### src/rtl/rv_pkg.sv
// Shared definitions for the fetch sequencer: opcodes, FSM state encoding and
// default widths.
package rv_pkg;

  localparam int PC_W_DEF  = 9;
  localparam int INS_W_DEF = 32;

  localparam logic [6:0] OP_HALT = 7'b0000001;
  localparam logic [6:0] OP_BR   = 7'b1100011;
  localparam logic [6:0] OP_LW   = 7'b0000011;
  localparam logic [6:0] OP_SW   = 7'b0100011;
  localparam logic [6:0] OP_R    = 7'b0110011;
  localparam logic [6:0] OP_I    = 7'b0010011;
  localparam logic [6:0] OP_U    = 7'b0110111;

  typedef enum logic [2:0] {
    ST_FETCH  = 3'd0,
    ST_WAIT   = 3'd1,
    ST_HOLD   = 3'd2,
    ST_DROP   = 3'd3,
    ST_HALTED = 3'd4
  } fetch_state_e;

  function automatic logic is_halt(input logic [6:0] opcode);
    return opcode == OP_HALT;
  endfunction

endpackage

### src/rtl/fetch_sequencer_if.sv
// Fetch sequencer bus: instruction-memory request/response, decode handshake,
// branch redirect and halt status.
interface fetch_sequencer_if
  import rv_pkg::*;
#(
  parameter int PC_W  = PC_W_DEF,
  parameter int INS_W = INS_W_DEF
);

  logic             imem_req;
  logic [PC_W-1:0]  imem_addr;
  logic             imem_valid;
  logic [INS_W-1:0] imem_rdata;
  logic             inst_valid;
  logic [INS_W-1:0] inst;
  logic [PC_W-1:0]  inst_pc;
  logic             inst_ready;
  logic             redirect;
  logic [PC_W-1:0]  redirect_pc;
  logic             halted;

  modport master (
    output imem_req, imem_addr, inst_valid, inst, inst_pc, halted,
    input  imem_valid, imem_rdata, inst_ready, redirect, redirect_pc
  );

  modport slave (
    input  imem_req, imem_addr, inst_valid, inst, inst_pc, halted,
    output imem_valid, imem_rdata, inst_ready, redirect, redirect_pc
  );

endinterface

### src/rtl/fetch_pc_reg.sv
// Program counter: redirect (word-aligned) takes priority over sequential advance.
module fetch_pc_reg
  import rv_pkg::*;
#(
  parameter int PC_W = PC_W_DEF
) (
  input  logic            clk,
  input  logic            reset,
  input  logic            redirect,
  input  logic [PC_W-1:0] redirect_pc,
  input  logic            advance,
  output logic [PC_W-1:0] pc
);

  logic [PC_W-1:0] pc_r;

  // PC update; the add wraps naturally at 2^PC_W
  always_ff @(posedge clk) begin
    if (reset) begin
      pc_r <= '0;
    end else if (redirect) begin
      pc_r <= redirect_pc & ~PC_W'(2'd3);
    end else if (advance) begin
      pc_r <= pc_r + PC_W'(3'd4);
    end
  end

  assign pc = pc_r;

endmodule

### src/rtl/fetch_sequencer.sv
// Instruction fetch sequencer: one outstanding memory request, holds the fetched
// word for decode, handles taken-branch redirects and stops on HALT.
module fetch_sequencer
  import rv_pkg::*;
#(
  parameter int PC_W  = PC_W_DEF,
  parameter int INS_W = INS_W_DEF
) (
  input  logic              clk,
  input  logic              reset,
  fetch_sequencer_if.master bus
);

  fetch_state_e     state_r;
  fetch_state_e     state_nxt_s;
  logic [INS_W-1:0] inst_r;
  logic [PC_W-1:0]  inst_pc_r;
  logic [PC_W-1:0]  pc_s;
  logic             redirect_s;
  logic             transfer_s;
  logic             capture_s;

  // A halted sequencer is deaf to redirects; a redirect kills any pending transfer
  assign redirect_s = bus.redirect && (state_r != ST_HALTED);
  assign transfer_s = (state_r == ST_HOLD) && bus.inst_ready && !bus.redirect;
  assign capture_s  = (state_r == ST_WAIT) && bus.imem_valid && !bus.redirect;

  fetch_pc_reg #(.PC_W(PC_W)) u_pc (
    .clk         (clk),
    .reset       (reset),
    .redirect    (redirect_s),
    .redirect_pc (bus.redirect_pc),
    .advance     (transfer_s),
    .pc          (pc_s)
  );

  // Next-state decode
  always_comb begin
    state_nxt_s = state_r;
    case (state_r)
      ST_FETCH: begin
        if (bus.redirect) state_nxt_s = ST_DROP;
        else              state_nxt_s = ST_WAIT;
      end
      ST_WAIT: begin
        if (bus.redirect)        state_nxt_s = bus.imem_valid ? ST_FETCH : ST_DROP;
        else if (bus.imem_valid) state_nxt_s = ST_HOLD;
        else                     state_nxt_s = ST_WAIT;
      end
      ST_HOLD: begin
        if (bus.redirect)        state_nxt_s = ST_FETCH;
        else if (bus.inst_ready) state_nxt_s = is_halt(inst_r[6:0]) ? ST_HALTED : ST_FETCH;
        else                     state_nxt_s = ST_HOLD;
      end
      ST_DROP: begin
        if (bus.imem_valid) state_nxt_s = ST_FETCH;
        else                state_nxt_s = ST_DROP;
      end
      ST_HALTED: state_nxt_s = ST_HALTED;
      default:   state_nxt_s = ST_FETCH;
    endcase
  end

  // State and held-instruction registers
  always_ff @(posedge clk) begin
    if (reset) begin
      state_r   <= ST_FETCH;
      inst_r    <= '0;
      inst_pc_r <= '0;
    end else begin
      state_r <= state_nxt_s;
      if (capture_s) begin
        inst_r    <= bus.imem_rdata;
        inst_pc_r <= pc_s;
      end
    end
  end

  // Status strobes decode state only, forced low while reset is asserted
  assign bus.imem_req   = !reset && (state_r == ST_FETCH);
  assign bus.inst_valid = !reset && (state_r == ST_HOLD);
  assign bus.halted     = !reset && (state_r == ST_HALTED);
  assign bus.imem_addr  = pc_s;
  assign bus.inst       = inst_r;
  assign bus.inst_pc    = inst_pc_r;

endmodule

### src/flat_wrapper.sv
// flat-port wrapper written by rule: the top's interface ports become plain ports
module fetch_sequencer_flat import rv_pkg::*;
#(
  parameter int PC_W  = PC_W_DEF,
  parameter int INS_W = INS_W_DEF
)
  (clk, reset, bus_imem_req, bus_imem_addr, bus_inst_valid, bus_inst, bus_inst_pc, bus_halted, bus_imem_valid, bus_imem_rdata, bus_inst_ready, bus_redirect, bus_redirect_pc);
  fetch_sequencer_if #(.PC_W(PC_W), .INS_W(INS_W)) bus_i ();
  input  logic clk;
  input  logic reset;
  output wire logic [$bits(bus_i.imem_req)-1:0] bus_imem_req;
  output wire logic [$bits(bus_i.imem_addr)-1:0] bus_imem_addr;
  output wire logic [$bits(bus_i.inst_valid)-1:0] bus_inst_valid;
  output wire logic [$bits(bus_i.inst)-1:0] bus_inst;
  output wire logic [$bits(bus_i.inst_pc)-1:0] bus_inst_pc;
  output wire logic [$bits(bus_i.halted)-1:0] bus_halted;
  input wire logic [$bits(bus_i.imem_valid)-1:0] bus_imem_valid;
  input wire logic [$bits(bus_i.imem_rdata)-1:0] bus_imem_rdata;
  input wire logic [$bits(bus_i.inst_ready)-1:0] bus_inst_ready;
  input wire logic [$bits(bus_i.redirect)-1:0] bus_redirect;
  input wire logic [$bits(bus_i.redirect_pc)-1:0] bus_redirect_pc;
  assign bus_imem_req = bus_i.imem_req;
  assign bus_imem_addr = bus_i.imem_addr;
  assign bus_inst_valid = bus_i.inst_valid;
  assign bus_inst = bus_i.inst;
  assign bus_inst_pc = bus_i.inst_pc;
  assign bus_halted = bus_i.halted;
  assign bus_i.imem_valid = bus_imem_valid;
  assign bus_i.imem_rdata = bus_imem_rdata;
  assign bus_i.inst_ready = bus_inst_ready;
  assign bus_i.redirect = bus_redirect;
  assign bus_i.redirect_pc = bus_redirect_pc;
  fetch_sequencer #(.PC_W(PC_W), .INS_W(INS_W)) u_core (.clk(clk), .reset(reset), .bus(bus_i));
endmodule
### config.mk
export PLATFORM = sky130hd
export DESIGN_NAME = fetch_sequencer_flat
export DESIGN_NICKNAME = d
export VERILOG_FILES = /design/src/rtl/rv_pkg.sv /design/src/rtl/fetch_sequencer_if.sv /design/src/rtl/fetch_pc_reg.sv /design/src/rtl/fetch_sequencer.sv /design/src/flat_wrapper.sv
export SDC_FILE = /design/constraint.sdc
export NUM_CORES = 1
export LEC_CHECK = 0
export CAP_MARGIN = 30
export CORE_ASPECT_RATIO = 0.7
export CORE_MARGIN = 2
export CORE_UTILIZATION = 26
export DETAILED_ROUTE_END_ITERATION = 6
export GPL_TIMING_DRIVEN = 0
export MAX_ROUTING_LAYER = met4
export PLACE_DENSITY = 0.64
export SYNTH_ARGS = -nofsm -noshare
export SYNTH_HDL_FRONTEND = slang
export SYNTH_SLANG_ARGS = --single-unit
### constraint.sdc
create_clock -name clk -period 4.9 [get_ports clk]
set_clock_uncertainty 0.05 [all_clocks]
set_input_delay 0.735 -clock clk [delete_from_list [all_inputs] [get_ports clk]]
set_output_delay 0.735 -clock clk [all_outputs]
set_load 0.02 [all_outputs]
==> results_dict.tcl <==
set metrics [dict create \
    status "finished, final reports clean" \
    fmax_mhz 340 \
    crit_path_end_kind "output pin" \
    overflow 0 \
    grt_use_met1_pct 22.1 \
    grt_pass1_vias 2249 \
    grtUsageMet2_pct 23.2 \
    cts_setup_buffers 0 \
    cts.sink_count 49 \
    drt_iter0_drc 139 \
    num_vias 2320 \
    gp_congestion 0.861 \
    maxCapViolations 0 \
    multi_input_area_mm2 0.00102 \
    relSlewSlack_pct 47.2 \
    clkTransAtPathRegs_ns 0.07 \
    synth_area_mm2 0.00216 \
    cp-start-kind "primary input" \
    final_antenna_net_count 0 \
    p_per_area_mw_per_mm2 287 \
    port_buffers 91 \
    grt_pass1_wl_um 11300 \
    path_class "primary input to output pin" \
    synth_seq_area_share_pct 45.5 \
    via_per_inst 5.03 \
    cts_tree "yes" \
    avgSynthCellArea_um2 8.36 \
    grt_max_degree 16 \
    die_w_um 113 \
    post-route-period-util_pct 60.1 \
    fillers 799 \
    ir_drop_mv 0.149 \
    syn_to_final_growth_pct 56.1 \
    p_leak_uw 0.00110 \
    finalCriticalPeriod_ns 2.94 \
    nets 408 \
    hold_path.class "register to register" \
    cts_buffers 5 \
    hold_slack_ns 0.426 \
    syn_inst 258 \
    met3_usage_pct 4.23 \
    cp_max_fo 10 \
    start_util_pct 27.2 \
    finalSetupViolations 0 \
    rsz0062_at_grt "no" \
    cp.arrival_ns 2.16 \
    track_usage_pct 15.8 \
    cts_max_level 2 \
    drv_slew 0 \
    wirelength_um 6980 \
    diodes 0 \
    drive_gt1_share_pct 5.56 \
    synth-seq-cells 49 \
    grt_most_used_layer "met2" \
    root_buffer "clkbuf_16" \
    cp_data_required_time_ns 4.12 \
    synthDistinctLibCells 31 \
    tns_ns 0 \
    clock_latency_ns 0.28 \
    ff2ff_setup_slack_ns 2.65 \
    clockBufferDepth 2 \
    antenna_found_initial 0 \
    rows 27 \
    detail_route.wl_per_cell_um 15.1 \
    cts-hold-fix-buffers 0 \
    tightest_slew_ns 0.790 \
    pin_count 99 \
    hold_viol 0 \
    hpwl_um 5010 \
    ys_warn_count 0 \
    die_area_mm2 0.00905 \
    die_h_um 80.2 \
    core-area_mm2 0.00794 \
    regArea_um2 981 \
    dr.pass1.iters 4 \
    drc 0 \
    cts_resized 0 \
]
per-layer routing:
| layer | wire length (um) | vias up |
|---|---|---|
| li1 | - | 1149 |
| met4 | 21 | 0 |
| met2 | 2880 | 100 |
| met5 | 0 | - |
| met1 | 3450 | 1068 |
| met3 | 621 | 3 |
cell usage in the layout (no fill, tap or decap), drive strengths merged:
cell type,n
clkdlybuf4s50,91
dfxtp,49
nand3,45
o21ai,41
a21oi,40
clkbuf,28
buf,9
o31ai,6
nor3,6
a311oi,6
or4,5
inv,5
nor4b,4
conb,4
nor2,3
ha,3
nor4,2
nor3b,2
or4b,2
clkinv,1
or3b,1
nand2,1
a31oi,1
or3,1
mux4,1
a21o,1
a211oi,1
nand4,1
flip-flops by register name, indices dropped and copies added, names as in the netlist:
name,count
u_core.bus.inst,32
u_core.state_r,3
u_core.bus.inst_pc,7
u_core.u_pc.pc,7
synth_stat cells (all sizes together):
cell type   n  area (um^2)
dfxtp      49          981
nand3      45          225
o21ai      41          205
a21oi      40          200
clkbuf     21         78.8
buf         9         70.1
a311oi      6         52.6
nor3        6         30.0
o31ai       6         45.0
or4         5         37.5
inv         4         15.0
nor4b       4         35.0
ha          3         37.5
nor2        3         11.3
nor3b       2         15.0
nor4        2         12.5
or4b        2         23.8
a211oi      1         7.51
a21o        1         7.51
a31oi       1         6.26
clkinv      1         3.75
conb        1         3.75
mux4        1         26.3
nand2       1         3.75
nand4       1         6.26
or3         1         6.26
or3b        1         8.76
power breakdown:
| part | switching (uW) | leakage (uW) | internal (uW) |
|---|---|---|---|
| Sequential | 12.3 | 0.000398 | 413 |
| Combinational | 90.2 | 0.000625 | 82.9 |
| Clock | 148 | 0.0000805 | 219 |
| Total | 250 | 0.00110 | 715 |
logic make-up (layout without fill, tap and decap cells):
group / after synthesis / in the layout / synth area share [%]
and+or+nand+nor: 73 / 73 / 19.3
other: 1 / 4 / 0.174
buffers and inverters: 35 / 134 / 7.78
muxes: 1 / 1 / 1.22
adders and majority gates: 3 / 3 / 1.74
DFF: 49 / 49 / 45.5
AOI/OAI and AO/OA: 96 / 96 / 24.3
path summary, 6_finish.rpt:
kind	endpoint	startpoint	cells after the start
worst min register to register	u_core.bus.inst[27]	u_core.bus.inst[27]	2
worst max-delay path	bus_imem_req	reset	4
worst max register to register	u_core.bus.inst_pc[5]	u_core.state_r[1]	6
worst min-delay path	u_core.bus.inst[27]	u_core.bus.inst[27]	2
stage by stage:
stage	std cells	instance area, um^2	power (uW)	utilization (%)	setup slack, ns
floorplan	261	2170	518	-	2.41
global route	461	3370	1010	42.4	1.85
global placement	453	3200	605	40.4	1.75
CTS	461	3370	977	42.4	1.94
finish	461	3370	965	42.4	1.96
detailed placement	453	3200	607	40.4	1.71
area by class of cell:
class | count | share of cell area, %
plain buffers | 30 | 4.42
clock buffers | 7 | 4.54
clock inverters | 1 | 0.260
inverters | 5 | 0.558
multi-input cells | 177 | 30.3
flip-flops and latches | 49 | 29.1
well taps | 101 | 3.75
repair buffers | 91 | 27.1
critical path, cell delays in order:
cell	delay, ns
clkbuf_1	0.19
clkbuf_1	0.28
nor4_1	0.28
clkdlybuf4s50_1	0.67
(Power assumes the default switching activity.)
